==> src/rtl/pipe_pkg.sv <==
// Shared definitions for the inter-stage pipeline registers: reset/redirect PCs,
// exception code width and encoding, and the stall-counter saturation helper.
package pipe_pkg;

  localparam logic [31:0] PC_RESET_DEFAULT = 32'h0000_3000;
  localparam logic [31:0] PC_EXC_DEFAULT   = 32'h0000_4180;
  localparam int unsigned EXC_W_DEFAULT    = 5;
  localparam logic [15:0] STALL_MAX        = 16'hFFFF;

  // CP0 Cause.ExcCode values carried in out_exc
  typedef enum logic [EXC_W_DEFAULT-1:0] {
    EXC_INT     = 5'd0,
    EXC_ADEL    = 5'd4,
    EXC_ADES    = 5'd5,
    EXC_SYSCALL = 5'd8,
    EXC_RI      = 5'd10,
    EXC_OV      = 5'd12
  } exc_code_t;

  function automatic logic [15:0] sat_inc16(input logic [15:0] v);
    logic [15:0] r;
    if (v == STALL_MAX) begin
      r = v;
    end else begin
      r = v + 16'd1;
    end
    return r;
  endfunction

endpackage

==> src/rtl/pipe_skid_buf.sv <==
// One-entry skid holding register with the same field set as the stage word.
// Only compiled when PIPE_SKID_EN is defined.
`ifdef PIPE_SKID_EN
module pipe_skid_buf
  import pipe_pkg::*;
#(
  parameter int unsigned DATA_W = 128,
  parameter int unsigned EXC_W  = EXC_W_DEFAULT
) (
  input  logic              clk,
  input  logic              clr,
  input  logic              i_kill,
  input  logic              i_load,
  input  logic              i_unload,
  input  logic [31:0]       i_pc,
  input  logic [EXC_W-1:0]  i_exc,
  input  logic              i_bd,
  input  logic [DATA_W-1:0] i_data,
  output logic              o_valid,
  output logic [31:0]       o_pc,
  output logic [EXC_W-1:0]  o_exc,
  output logic              o_bd,
  output logic [DATA_W-1:0] o_data
);

  logic              r_valid;
  logic [31:0]       r_pc;
  logic [EXC_W-1:0]  r_exc;
  logic              r_bd;
  logic [DATA_W-1:0] r_data;

  logic              w_nxt_valid;
  logic [31:0]       w_nxt_pc;
  logic [EXC_W-1:0]  w_nxt_exc;
  logic              w_nxt_bd;
  logic [DATA_W-1:0] w_nxt_data;

  // Next-state: kill wins over load; load and unload never coincide.
  always_comb begin
    w_nxt_valid = r_valid;
    w_nxt_pc    = r_pc;
    w_nxt_exc   = r_exc;
    w_nxt_bd    = r_bd;
    w_nxt_data  = r_data;
    if (i_kill) begin
      w_nxt_valid = 1'b0;
      w_nxt_pc    = 32'h0000_0000;
      w_nxt_exc   = '0;
      w_nxt_bd    = 1'b0;
      w_nxt_data  = '0;
    end else if (i_load) begin
      w_nxt_valid = 1'b1;
      w_nxt_pc    = i_pc;
      w_nxt_exc   = i_exc;
      w_nxt_bd    = i_bd;
      w_nxt_data  = i_data;
    end else if (i_unload) begin
      w_nxt_valid = 1'b0;
    end else begin
      w_nxt_valid = r_valid;
    end
  end

  // Skid state register, cleared asynchronously by clr.
  always_ff @(posedge clk or posedge clr) begin
    if (clr) begin
      r_valid <= 1'b0;
      r_pc    <= 32'h0000_0000;
      r_exc   <= '0;
      r_bd    <= 1'b0;
      r_data  <= '0;
    end else begin
      r_valid <= w_nxt_valid;
      r_pc    <= w_nxt_pc;
      r_exc   <= w_nxt_exc;
      r_bd    <= w_nxt_bd;
      r_data  <= w_nxt_data;
    end
  end

  assign o_valid = r_valid;
  assign o_pc    = r_pc;
  assign o_exc   = r_exc;
  assign o_bd    = r_bd;
  assign o_data  = r_data;

endmodule
`endif

==> src/rtl/pipe_stage_reg.sv <==
// Inter-stage pipeline register with valid/ready handshake, exception redirect,
// synchronous flush and saturating stall counter. PIPE_SKID_EN adds a skid entry.
module pipe_stage_reg
  import pipe_pkg::*;
#(
  parameter int unsigned DATA_W   = 128,
  parameter int unsigned EXC_W    = EXC_W_DEFAULT,
  parameter logic [31:0] PC_RESET = PC_RESET_DEFAULT,
  parameter logic [31:0] PC_EXC   = PC_EXC_DEFAULT
) (
  input  logic              clk,
  input  logic              clr,
  input  logic              req,
  input  logic              flush,
  input  logic              in_valid,
  output logic              in_ready,
  input  logic [31:0]       in_pc,
  input  logic [EXC_W-1:0]  in_exc,
  input  logic              in_bd,
  input  logic [DATA_W-1:0] in_data,
  output logic              out_valid,
  input  logic              out_ready,
  output logic [31:0]       out_pc,
  output logic [EXC_W-1:0]  out_exc,
  output logic              out_bd,
  output logic [DATA_W-1:0] out_data,
  output logic [15:0]       stall_cnt
);

  logic              r_valid;
  logic [31:0]       r_pc;
  logic [EXC_W-1:0]  r_exc;
  logic              r_bd;
  logic [DATA_W-1:0] r_data;
  logic [15:0]       r_stall_cnt;

  logic              w_nxt_valid;
  logic [31:0]       w_nxt_pc;
  logic [EXC_W-1:0]  w_nxt_exc;
  logic              w_nxt_bd;
  logic [DATA_W-1:0] w_nxt_data;

  logic w_in_fire;
  logic w_load;
  logic w_stall;

  assign w_in_fire = in_valid & in_ready;
  assign w_load    = ~r_valid | out_ready;
  assign w_stall   = r_valid & ~out_ready;

`ifdef PIPE_SKID_EN
  logic              w_skid_valid;
  logic [31:0]       w_skid_pc;
  logic [EXC_W-1:0]  w_skid_exc;
  logic              w_skid_bd;
  logic [DATA_W-1:0] w_skid_data;
  logic              w_skid_kill;
  logic              w_skid_load;
  logic              w_skid_unload;

  // Skid only catches words that arrive while the main register is stalled.
  assign w_skid_kill   = req | flush;
  assign w_skid_load   = w_in_fire & ~w_load;
  assign w_skid_unload = w_load & w_skid_valid;
  assign in_ready      = ~w_skid_valid;

  pipe_skid_buf #(
    .DATA_W (DATA_W),
    .EXC_W  (EXC_W)
  ) u_skid (
    .clk      (clk),
    .clr      (clr),
    .i_kill   (w_skid_kill),
    .i_load   (w_skid_load),
    .i_unload (w_skid_unload),
    .i_pc     (in_pc),
    .i_exc    (in_exc),
    .i_bd     (in_bd),
    .i_data   (in_data),
    .o_valid  (w_skid_valid),
    .o_pc     (w_skid_pc),
    .o_exc    (w_skid_exc),
    .o_bd     (w_skid_bd),
    .o_data   (w_skid_data)
  );
`else
  assign in_ready = ~r_valid | out_ready;
`endif

  // Main register next-state: req, then flush, then normal transfer.
  always_comb begin
    w_nxt_valid = r_valid;
    w_nxt_pc    = r_pc;
    w_nxt_exc   = r_exc;
    w_nxt_bd    = r_bd;
    w_nxt_data  = r_data;
    if (req) begin
      w_nxt_valid = 1'b0;
      w_nxt_pc    = PC_EXC;
      w_nxt_exc   = '0;
      w_nxt_bd    = 1'b0;
      w_nxt_data  = '0;
    end else if (flush) begin
      w_nxt_valid = 1'b0;
      w_nxt_exc   = '0;
      w_nxt_bd    = 1'b0;
      w_nxt_data  = '0;
    end else if (w_load) begin
`ifdef PIPE_SKID_EN
      // A parked word is older than anything on in_*, so it goes first.
      if (w_skid_valid) begin
        w_nxt_valid = 1'b1;
        w_nxt_pc    = w_skid_pc;
        w_nxt_exc   = w_skid_exc;
        w_nxt_bd    = w_skid_bd;
        w_nxt_data  = w_skid_data;
      end else if (w_in_fire) begin
        w_nxt_valid = 1'b1;
        w_nxt_pc    = in_pc;
        w_nxt_exc   = in_exc;
        w_nxt_bd    = in_bd;
        w_nxt_data  = in_data;
      end else begin
        w_nxt_valid = 1'b0;
      end
`else
      if (w_in_fire) begin
        w_nxt_valid = 1'b1;
        w_nxt_pc    = in_pc;
        w_nxt_exc   = in_exc;
        w_nxt_bd    = in_bd;
        w_nxt_data  = in_data;
      end else begin
        w_nxt_valid = 1'b0;
      end
`endif
    end else begin
      w_nxt_valid = r_valid;
    end
  end

  // Main stage register, cleared asynchronously by clr.
  always_ff @(posedge clk or posedge clr) begin
    if (clr) begin
      r_valid <= 1'b0;
      r_pc    <= PC_RESET;
      r_exc   <= '0;
      r_bd    <= 1'b0;
      r_data  <= '0;
    end else begin
      r_valid <= w_nxt_valid;
      r_pc    <= w_nxt_pc;
      r_exc   <= w_nxt_exc;
      r_bd    <= w_nxt_bd;
      r_data  <= w_nxt_data;
    end
  end

  // Stall counter survives req and flush; only clr zeroes it.
  always_ff @(posedge clk or posedge clr) begin
    if (clr) begin
      r_stall_cnt <= 16'h0000;
    end else if (w_stall) begin
      r_stall_cnt <= sat_inc16(r_stall_cnt);
    end else begin
      r_stall_cnt <= r_stall_cnt;
    end
  end

  assign out_valid = r_valid;
  assign out_pc    = r_pc;
  assign out_exc   = r_exc;
  assign out_bd    = r_bd;
  assign out_data  = r_data;
  assign stall_cnt = r_stall_cnt;

endmodule

==> config.mk <==
export PLATFORM = sky130hd
export DESIGN_NAME = pipe_stage_reg
export DESIGN_NICKNAME = d
export VERILOG_FILES = /design/src/rtl/pipe_pkg.sv /design/src/rtl/pipe_skid_buf.sv /design/src/rtl/pipe_stage_reg.sv
export SDC_FILE = /design/constraint.sdc
export NUM_CORES = 1
export LEC_CHECK = 0
export CAP_MARGIN = 30
export CORE_ASPECT_RATIO = 0.5
export CORE_MARGIN = 5
export CORE_UTILIZATION = 39
export CTS_CLUSTER_SIZE = 20
export DETAILED_ROUTE_END_ITERATION = 10
export PLACE_DENSITY = 0.8
export SKIP_LAST_GASP = 1
export SYNTH_ARGS = -nofsm -noshare
export SYNTH_HDL_FRONTEND = slang
export SYNTH_SLANG_ARGS = --single-unit
==> constraint.sdc <==
create_clock -name clk -period 8.82 [get_ports clk]
set_input_delay 2.205 -clock clk [delete_from_list [all_inputs] [get_ports clk]]
set_output_delay 2.205 -clock clk [all_outputs]
set_load 0.1 [all_outputs]
==> flow_summary.yaml, run 1 <==
global_routing:
  grt_pass1_wl_mm: 33.59
  grt_usage_pct: 21.34
  grt_max_degree: 98
  antenna_found_initial: 0
  gr-total-overflow: 0
  grt_pass1_vias: 5662
timing:
  worst_pin_slew_ps: 1044
  hold_viol_final: 0
  drv_slew: 0
  finalSetupViolations: 0
  period_needed_ps: 6318
  maxSlewHeadroom_pct: 30.20
  tns_ps: 0
  rsz0062_at_grt: "false"
  fin_crit_sh_pct: 71.63
  layout_setup_ws_ps: 2503
  fin_skew_ps: 11.95
  fmax_ghz: 0.1583
setup_path:
  slowest_delay_ps: 1180
  r2r-start: "out_valid$_DFFE_PP0P_"
  worst_r2r_path_depth: 6
  crit_path_max_fanout: 10
  reg2reg_slack_ps: 6610
  r2r-end: "out_pc[0]$_DFFE_PP0P_"
  crit_chain: "clkdlybuf4s50_1, nor2b_4, inv_2, clkdlybuf4s50_1"
  cp.required_ps: 6620
  worstSetupEndpointType: "output pin"
  arrival_ps: 4110
  crit_type: "in -> out"
  cp_slowest_cell: "clkdlybuf4s50_1"
  cpMostUsedCell: "clkdlybuf4s50_1"
  startpoint_type: "input pin"
outcome:
  status: "finished, final reports clean"
place:
  port-buffer-count: 355
  place_inst: 1010
  placed_cell_area_mm2: 0.01048
  place_congestion: 0.8456
  post-place-ws_ps: 2512
  hpwlAfterDp_mm: 16.25
die:
  ioPinCount: 356
  core_mm2: 0.01660
  die_area_mm2: 0.02001
  die_w_um: 195.1
  start_util_pct: 40.25
  rows: 33
  fp.dieH_um: 102.5
synthesis:
  ys_ff_latch: 183
  synthCells: 454
  synth_area_mm2: 0.006680
  async_flop_share_pct: 100.0
  synth.avg_cell_area_um2: 14.71
  synth_flop_cell: "dfrtp_1"
  synth_edf_count: 0
  yosys_warnings: 0
  syn_nets: 627
  ys_types: 35
  synth-seq-area-share_pct: 68.59
power:
  vdd_drop_max_v: 0.0002482
  p_total_mw: 2.106
  p_leak_nw: 4.830
  p_per_area_mw_per_mm2: 191.4
routing:
  post_drt_via_cell_ratio: 5.206
  drtIter0Drc: 269
  wl_per_cell_um: 21.54
  wl_mm: 22.43
  drtAntennaViolNets: 0
  drcViolationCount: 0
  vias: 5419
  dr.pass1.iters: 4
cells_and_area:
  num-nets-final: 975
  area_growth_pct: 64.75
  fin_area_mm2: 0.01101
  antenna_cells: 0
  drive_gt1_share_pct: 6.020
  fin_cells: 1041
clock_tree:
  root_buffer: "clkbuf_16"
  post_cts_buffers: 0
  h-tree-depth: 4
  clock-sinks: 183
  clk_latency_ps: 410
  cts_tree: "built"
  numCtsBuffers: 17
  cts_buffer_depth: 2
  cts_resized: 0
  hold_buffers: 0
  cts.clk_slew.worst_paths_ps: 60
job:
  maxCapViolations: 0
worst_hold_path:
  hold_depth: 1
  worstHoldPathType: "reg -> reg"
  min_to: "out_pc[3]$_DFFE_PP0P_"
  hold_start: "out_pc[3]$_DFFE_PP0P_"
## sequential cells by signal (all words and copies together), names as in the netlist
register,count
out_bd,1
out_valid,1
out_pc,32
stall_cnt,16
out_exc,5
out_data,128
## cell families (layout without fill, tap and decap cells)
family | after synthesis | in the layout | share of synthesized area (%)
mux | 2 | 2 | 0.3371
compound gates | 180 | 180 | 23.30
fa+ha+maj | 1 | 1 | 0.1873
buf+inv | 39 | 399 | 2.940
xor+xnor | 10 | 10 | 1.311
flops | 183 | 183 | 68.59
simple gates | 39 | 39 | 3.334
## worst max-delay path: cells and delay by family
kind	cells	cell delay, ps
buf+inv	3	1850
simple gates	1	60
## cells in the final DEF (no fill, tap or decap), types with 3 or more instances in the layout
| cell | n |
|---|---|
| nor2_1 | 8 |
| buf_4 | 6 |
| xnor2_1 | 4 |
| xor2_1 | 6 |
| clkinvlp_4 | 4 |
| clkdlybuf4s50_1 | 355 |
| nor3_1 | 5 |
| dfrtp_1 | 181 |
| clkbuf_1 | 3 |
| nand4_1 | 5 |
| clkbuf_16 | 17 |
| a22o_1 | 163 |
| a21oi_1 | 4 |
| buf_16 | 3 |
| inv_6 | 3 |
| nand2_1 | 6 |
| o22a_1 | 3 |
| nand3_1 | 4 |
## how the worst max path moves through the flow
stage	from	endpoint	slack, ps	depth (start not counted)
global route	out_ready	in_ready	2440	4
detailed placement	out_ready	in_ready	2510	4
floorplan	clr	out_bd$_DFFE_PP0P_	1650	1
global placement	out_ready	in_ready	2500	4
CTS	out_ready	in_ready	2510	4
finish	out_ready	in_ready	2500	4
## cell type report
cell class | count | area [um^2]
multi-input combinational | 232 | 1913
sequential | 183 | 4582
clock inverter | 10 | 75.07
clock buffer | 21 | 450.4
fill | 1257 | 5593
inverter | 4 | 20.02
timing repair buffer | 364 | 3681
tap | 227 | 284.0
## routing by layer
layer,up-vias,share of wire [%],global-route usage (%)
met5,-,0,0
met4,0,2.0,5.684
met3,33,3.5,4.146
met2,142,53,37.36
met1,2807,42,27.91
li1,2437,-,-
## where the power goes
| group | switching [mW] | leakage, nW | internal, mW |
|---|---|---|---|
| Sequential | 0.0299 | 2.48 | 0.874 |
| Combinational | 0.351 | 2.10 | 0.156 |
| Clock | 0.326 | 0.246 | 0.369 |
## cell usage after synthesis (4+ instances only)
master / number / area share, %
nor3_1: 6 / 0.45
buf_4: 7 / 0.79
nand4_1: 5 / 0.47
nand3_1: 4 / 0.30
buf_2: 19 / 1.4
xnor2_1: 4 / 0.52
nor2_1: 8 / 0.45
xor2_1: 6 / 0.79
a21oi_1: 4 / 0.30
clkbuf_1: 9 / 0.51
nand2_1: 6 / 0.34
dfrtp_1: 181 / 68
a22o_1: 163 / 21
## metrics by stage
stage	hold WS, ps	util [%]
4_1_cts	501.1	66.30
5_1_grt	517.0	66.30
3_5_place_dp	477.3	63.14
2_1_floorplan	785.5	-
6_report	495.2	66.30
3_3_place_gp	474.6	62.64
Power figures use the tool's default switching activity.
==> inputs of run 2 (changes only) <==
Settings changed: CORE_UTILIZATION 39 to 35, PLACE_DENSITY 0.8 to 0.76.
Clock period 8.82 ns to 5.5 ns, I/O delays scaled along.
==> flow_summary.yaml, run 2 (same netlist as run 1, synthesis figures left out) <==
outcome:
  status: "finished, final reports clean"
global_routing:
  antenna_found_initial: 0
  grt_pass1_vias: 5710
  grt_pass1_wl_mm: 34.50
  grt_usage_pct: 20.16
  gr-total-overflow: 0
  grt_max_degree: 101
cells_and_area:
  fin_cells: 1077
  num-nets-final: 978
  final_util_pct: 60.01
  final_common_cell: "clkdlybuf4s50_1"
  fin_area_mm2: 0.01114
  layout_common_cells: "clkdlybuf4s50_1 (354), dfrtp_1 (181), a22o_1 (163)"
  largest_register_ffs: 128
  fill_cells: 1554
  area_growth_pct: 66.79
  multi_input_area_mm2: 0.001913
  seq_area_mm2: 0.004582
  antenna_cells: 0
  drive_gt1_share_pct: 6.968
place:
  place_inst: 1044
  post-place-ws_ps: 1684
  port-buffer-count: 355
  hpwlAfterDp_mm: 16.81
  placed_cell_area_mm2: 0.01054
  place_congestion: 0.8309
timing:
  worst_pin_slew_ps: 1040
  layout_setup_ws_ps: 1681
  drv_slew: 0
  hold_viol_final: 0
  maxSlewHeadroom_pct: 30.43
  finalSetupViolations: 0
  period_needed_ps: 3819
  tns_ps: 0
  timing.hold.ws_ps: 491.6
  fin_skew_ps: 9.801
  fin_crit_sh_pct: 69.44
  rsz0062_at_grt: "false"
  fmax_ghz: 0.2618
die:
  rows: 35
  die_w_um: 205.4
  die_area_mm2: 0.02212
  core_mm2: 0.01857
  ioPinCount: 356
  start_util_pct: 35.98
  fp.dieH_um: 107.7
job:
  maxCapViolations: 0
setup_path:
  slowest_delay_ps: 500
  crit_path_max_fanout: 10
  cp_slowest_cell: "clkdlybuf4s50_1"
  path_delay_family: "buffers and inverters"
  crit_chain: "clkdlybuf4s50_1, nor2b_4, inv_2, buf_4"
  cp.required_ps: 4120
  worstSetupEndpointType: "output pin"
  crit_type: "in -> out"
  startpoint_type: "input pin"
  arrival_ps: 2440
  path_buf_inv: 3
routing:
  wl_per_cell_um: 21.12
  drtAntennaViolNets: 0
  vias: 5477
  wl_mm: 22.75
  drtIter0Drc: 365
  post_drt_via_cell_ratio: 5.085
  dr.pass1.iters: 5
  drcViolationCount: 0
clock_tree:
  clock-sinks: 183
  root_buffer: "clkbuf_16"
  cts_tree: "built"
  numCtsBuffers: 17
  cts.clk_slew.worst_paths_ps: 70
  cts_buffer_depth: 2
  hold_buffers: 0
  post_cts_buffers: 0
  cts_resized: 0
  h-tree-depth: 4
  clk_latency_ps: 410
power:
  p_comb_share_pct: 23.6
  p_sw_mw: 1.186
  power.internal_mw: 2.268
  p_seq_share_pct: 41.9
  vdd_drop_max_v: 0.0004042
  p_per_area_mw_per_mm2: 310.1
  swShare_pct: 34.34
  p_leak_nw: 4.890
  p_total_mw: 3.455
  clockPowerShare_pct: 34.4
worst_hold_path:
  worstHoldPathType: "reg -> reg"
[run 2: cell types whose count changed in the layout (fill, tap and decap cells not counted)]
cell	change
inv_8	+5
clkbuf_1	-3
clkinv_4	+3
clkinvlp_4	-3
buf_4	+2
buf_12	+1
buf_16	+1
clkdlybuf4s50_1	-1
clkinv_2	-1
[run 2: layout make-up]
cell class / instances / area share [%]
inverter: 4 / 0.1684
timing repair buffer: 367 / 33.51
sequential: 183 / 41.12
multi-input combinational: 232 / 17.17
clock buffer: 18 / 3.942
clock inverter: 14 / 1.179
tap: 259 / 2.908
[run 2: power groups by stage]
stage          sequential [mW]  clock, mW  combinational, mW
6_report                  1.45       1.19              0.816
5_1_grt                   1.46       1.29              0.847
4_1_cts                   1.45       1.23              0.821
3_5_place_dp              1.47          0              0.819
3_3_place_gp              1.47          0              0.806
2_1_floorplan             1.88          0              0.111
[run 2: metal layers]
metal / global-route usage (%) / vias to the layer above / routed length, um
met5: 0 / - / 0
met4: 8.405 / 0 / 696
met3: 3.913 / 47 / 987
met2: 34.36 / 191 / 11850
met1: 25.32 / 2788 / 9214
li1: - / 2451 / -
[run 2: path summary, 6_finish.rpt]
check | start | to | slack, ps | cells past startpoint
max in group asynchronous | clr | out_data[1]$_DFFE_PP0P_ | 3070 | 3
min | out_pc[14]$_DFFE_PP0P_ | out_pc[14]$_DFFE_PP0P_ | 490 | 1
min reg2reg | out_pc[14]$_DFFE_PP0P_ | out_pc[14]$_DFFE_PP0P_ | 490 | 1
max reg2reg | out_valid$_DFFE_PP0P_ | out_data[62]$_DFFE_PP0P_ | 3340 | 5
min in group asynchronous | clr | out_pc[18]$_DFFE_PP0P_ | 1420 | 2
max | out_ready | in_ready | 1680 | 4
[run 2: worst reg2reg max path, stage by stage (launching register included)]
cell	delay, ps
dfrtp_1	410
nor2b_4	210
inv_2	120
a211oi_4	260
buf_4	670
a22o_1	420
==> edit, RTL diff (flow settings as in run 2) <==
The option `PIPE_SKID_EN` is turned on by a define.
--- a/src/rtl/pipe_skid_buf.sv
+++ b/src/rtl/pipe_skid_buf.sv
@@ -1,5 +1,7 @@
 // One-entry skid holding register with the same field set as the stage word.
 // Only compiled when PIPE_SKID_EN is defined.
+`define PIPE_SKID_EN
+
 `ifdef PIPE_SKID_EN
 module pipe_skid_buf
   import pipe_pkg::*;
Function: changed (Yosys sat finds a counterexample within 4 cycles, from zero or initial values).
==> edit against run 2 <==
- core utilization shrank 12 points
- power grew 82%
- global-route usage shrank 2.2 points
- clock skew grew 0.011 ns
- setup slack gained 0.098 ns
- final area grew 90%
- wire length grew 100%
- worst hold slack lost 0.0028 ns
- sequential cell count grew 167
- non-clock buffer count grew 30
- sequential power grew 87%
- synthesized cell count grew to 3.3 times the old value
- count of clock-buffer cells in the layout grew 33
- synthesized area grew 130%
- critical endpoint unchanged
==> edit: results (changes against run 2) <==
[global_route]
track_usage_pct=17.9  ; -2.2 points
grt_pass1_wl_um=70400  ; +100%
grt_max_degree=186  ; +84%
antenna_found_initial=10  ; +10
grt_pass1_vias=12500  ; +120%

[clocking]
cts_made_buffers=36  ; +19
clk_latency_ns=0.53  ; +0.12 ns
cts_htree_levels=2  ; -2
root_buffer=clkbuf_16
postCtsSetupRepairBufs=0  ; unchanged
clock_path_buffers=3  ; +1

[route]
drtAntennaViolNets=0  ; unchanged
wire_per_inst_um=18.7  ; -11%
post_drt_via_cell_ratio=5.06  ; -0.48%
drtIter0Drc=998  ; +170%
first_pass_iters=5  ; unchanged

[sta]
hold_ws_ns=0.489  ; -0.00275 ns
worst_pin_slew_ns=1.07  ; +0.0276 ns
skew_ns=0.0209  ; +0.0110 ns

[min_path]
hold_class=flop to flop
worstHoldStart=out_pc[18]
holdPathEnd=out_pc[18]
hold_depth=1  ; unchanged

[setup_path]
crit_family=buffers and inverters
r2r_cells=5  ; unchanged
rr_endpoint=out_data[98]
r2r-start=u_skid.o_valid
max_stage_delay_ns=1.18  ; +0.68 ns
cp.arrival_ns=2.35  ; -0.09 ns
path_max_fanout=3  ; -7
crit_slowest_cell=clkdlybuf4s50_1
reg2reg_slack_ns=2.88  ; -0.46 ns

[placement]
place.gp.congestion=0.834  ; +0.34%
pre_cts_ws_ns=1.54  ; -0.141 ns
io_buffers=355  ; unchanged
placed_area_um2=20000  ; +89%
dp_hpwl_um=30600  ; +82%

[cells_and_area]
nets=1998  ; +100%
fill_cells=3859  ; +150%
drive_above_1_share_pct=6.22  ; -0.75 points

[pwr]
ir_drop_uv=198  ; -51%
p_int_mw=4.37  ; +92%
p_leak_nw=8.28  ; +69%

[synth]
synth_top_area_cell=dfrtp_1
ys_types=38  ; +8.6%
yosysWarningCount=0  ; unchanged
yosysSeqAreaShare_pct=56.7  ; -12 points
synthArstFlopShare_pct=100  ; unchanged
yosys-top-cells-area=dfrtp_1 (56%), mux2i_1 (11%), nand2_1 (8.2%)
syn_nets=1691  ; +170%
ys_top_cells_by_count=dfrtp_1 (348), nand2_1 (338), a21oi_1 (172)

[outcome]
status=finished clean

-- edit: cell types whose count changed after synthesis, moves of 17 or more --
cell / before / now
a211oi_1: 2 / 134
buf_4: 7 / 24
nand2_1: 6 / 338
a22o_1: 163 / 0
nor2_1: 8 / 138
a21oi_1: 4 / 172
buf_2: 19 / 56
clkbuf_1: 9 / 42
dfrtp_1: 181 / 348
o2bb2ai_1: 0 / 29
mux2i_1: 0 / 163
-- edit: through the flow --
stage          utilization, %  std cells
2_1_floorplan               -       1518
3_3_place_gp             44.3       2352
3_5_place_dp             45.8       2375
4_1_cts                  48.4       2436
5_1_grt                  48.4       2446
6_report                 48.5       2448
-- edit: power groups by stage --
| stage | clock [mW] | sequential (mW) | combinational [mW] |
|---|---|---|---|
| after floorplan | 0 | 3.25 | 0.265 |
| after global placement | 0 | 2.76 | 1.13 |
| after detailed placement | 0 | 2.76 | 1.19 |
| after CTS | 2.44 | 2.71 | 1.19 |
| after global routing | 2.55 | 2.72 | 1.24 |
| final | 2.39 | 2.71 | 1.18 |
-- edit: final cells by class --
class,instances,area (um2),area share (%)
Antenna cell,12,30.0,0.142
Clock buffer,51,1040,4.91
Clock inverter,10,97.6,0.462
Inverter,5,22.5,0.107
Multi-Input combinational cell,1035,6030,28.6
Sequential cell,350,8760,41.5
Tap cell,588,736,3.48
Timing Repair Buffer,397,4400,20.8
-- edit: how the worst max path moves through the flow --
stage / from / endpoint / slack (ns) / depth (start not counted)
CTS: u_skid.o_valid / in_ready / 1.77 / 2
global route: u_skid.o_valid / in_ready / 1.73 / 2
detailed placement: out_ready / u_skid.o_data[100] / 1.54 / 6
floorplan: clr / out_bd / -0.56 / 1
finish: u_skid.o_valid / in_ready / 1.78 / 2
global placement: out_ready / u_skid.o_data[41] / 1.64 / 6
-- edit: cells by family (layout without fill, tap and decap cells) --
logic type / count (synthesis) / count (layout) / synth area share [%]
multiplexers: 171 / 171 / 11.1
buffers and inverters: 133 / 463 / 4.41
other: 0 / 12 / 0
adder cells (fa/ha/maj): 1 / 1 / 0.0810
flip-flops: 350 / 350 / 56.7
XOR/XNOR: 7 / 7 / 0.397
AO/OA/AOI/OAI: 343 / 343 / 14.1
AND/OR/NAND/NOR: 513 / 513 / 13.2
-- edit: per-layer routing --
layer,up-vias,track usage [%],routed length [um]
met5,-,0,0
met1,6107,20.3,17100
met2,267,33.0,25000
li1,5895,-,-
met3,120,2.58,1460
met4,0,9.97,2310
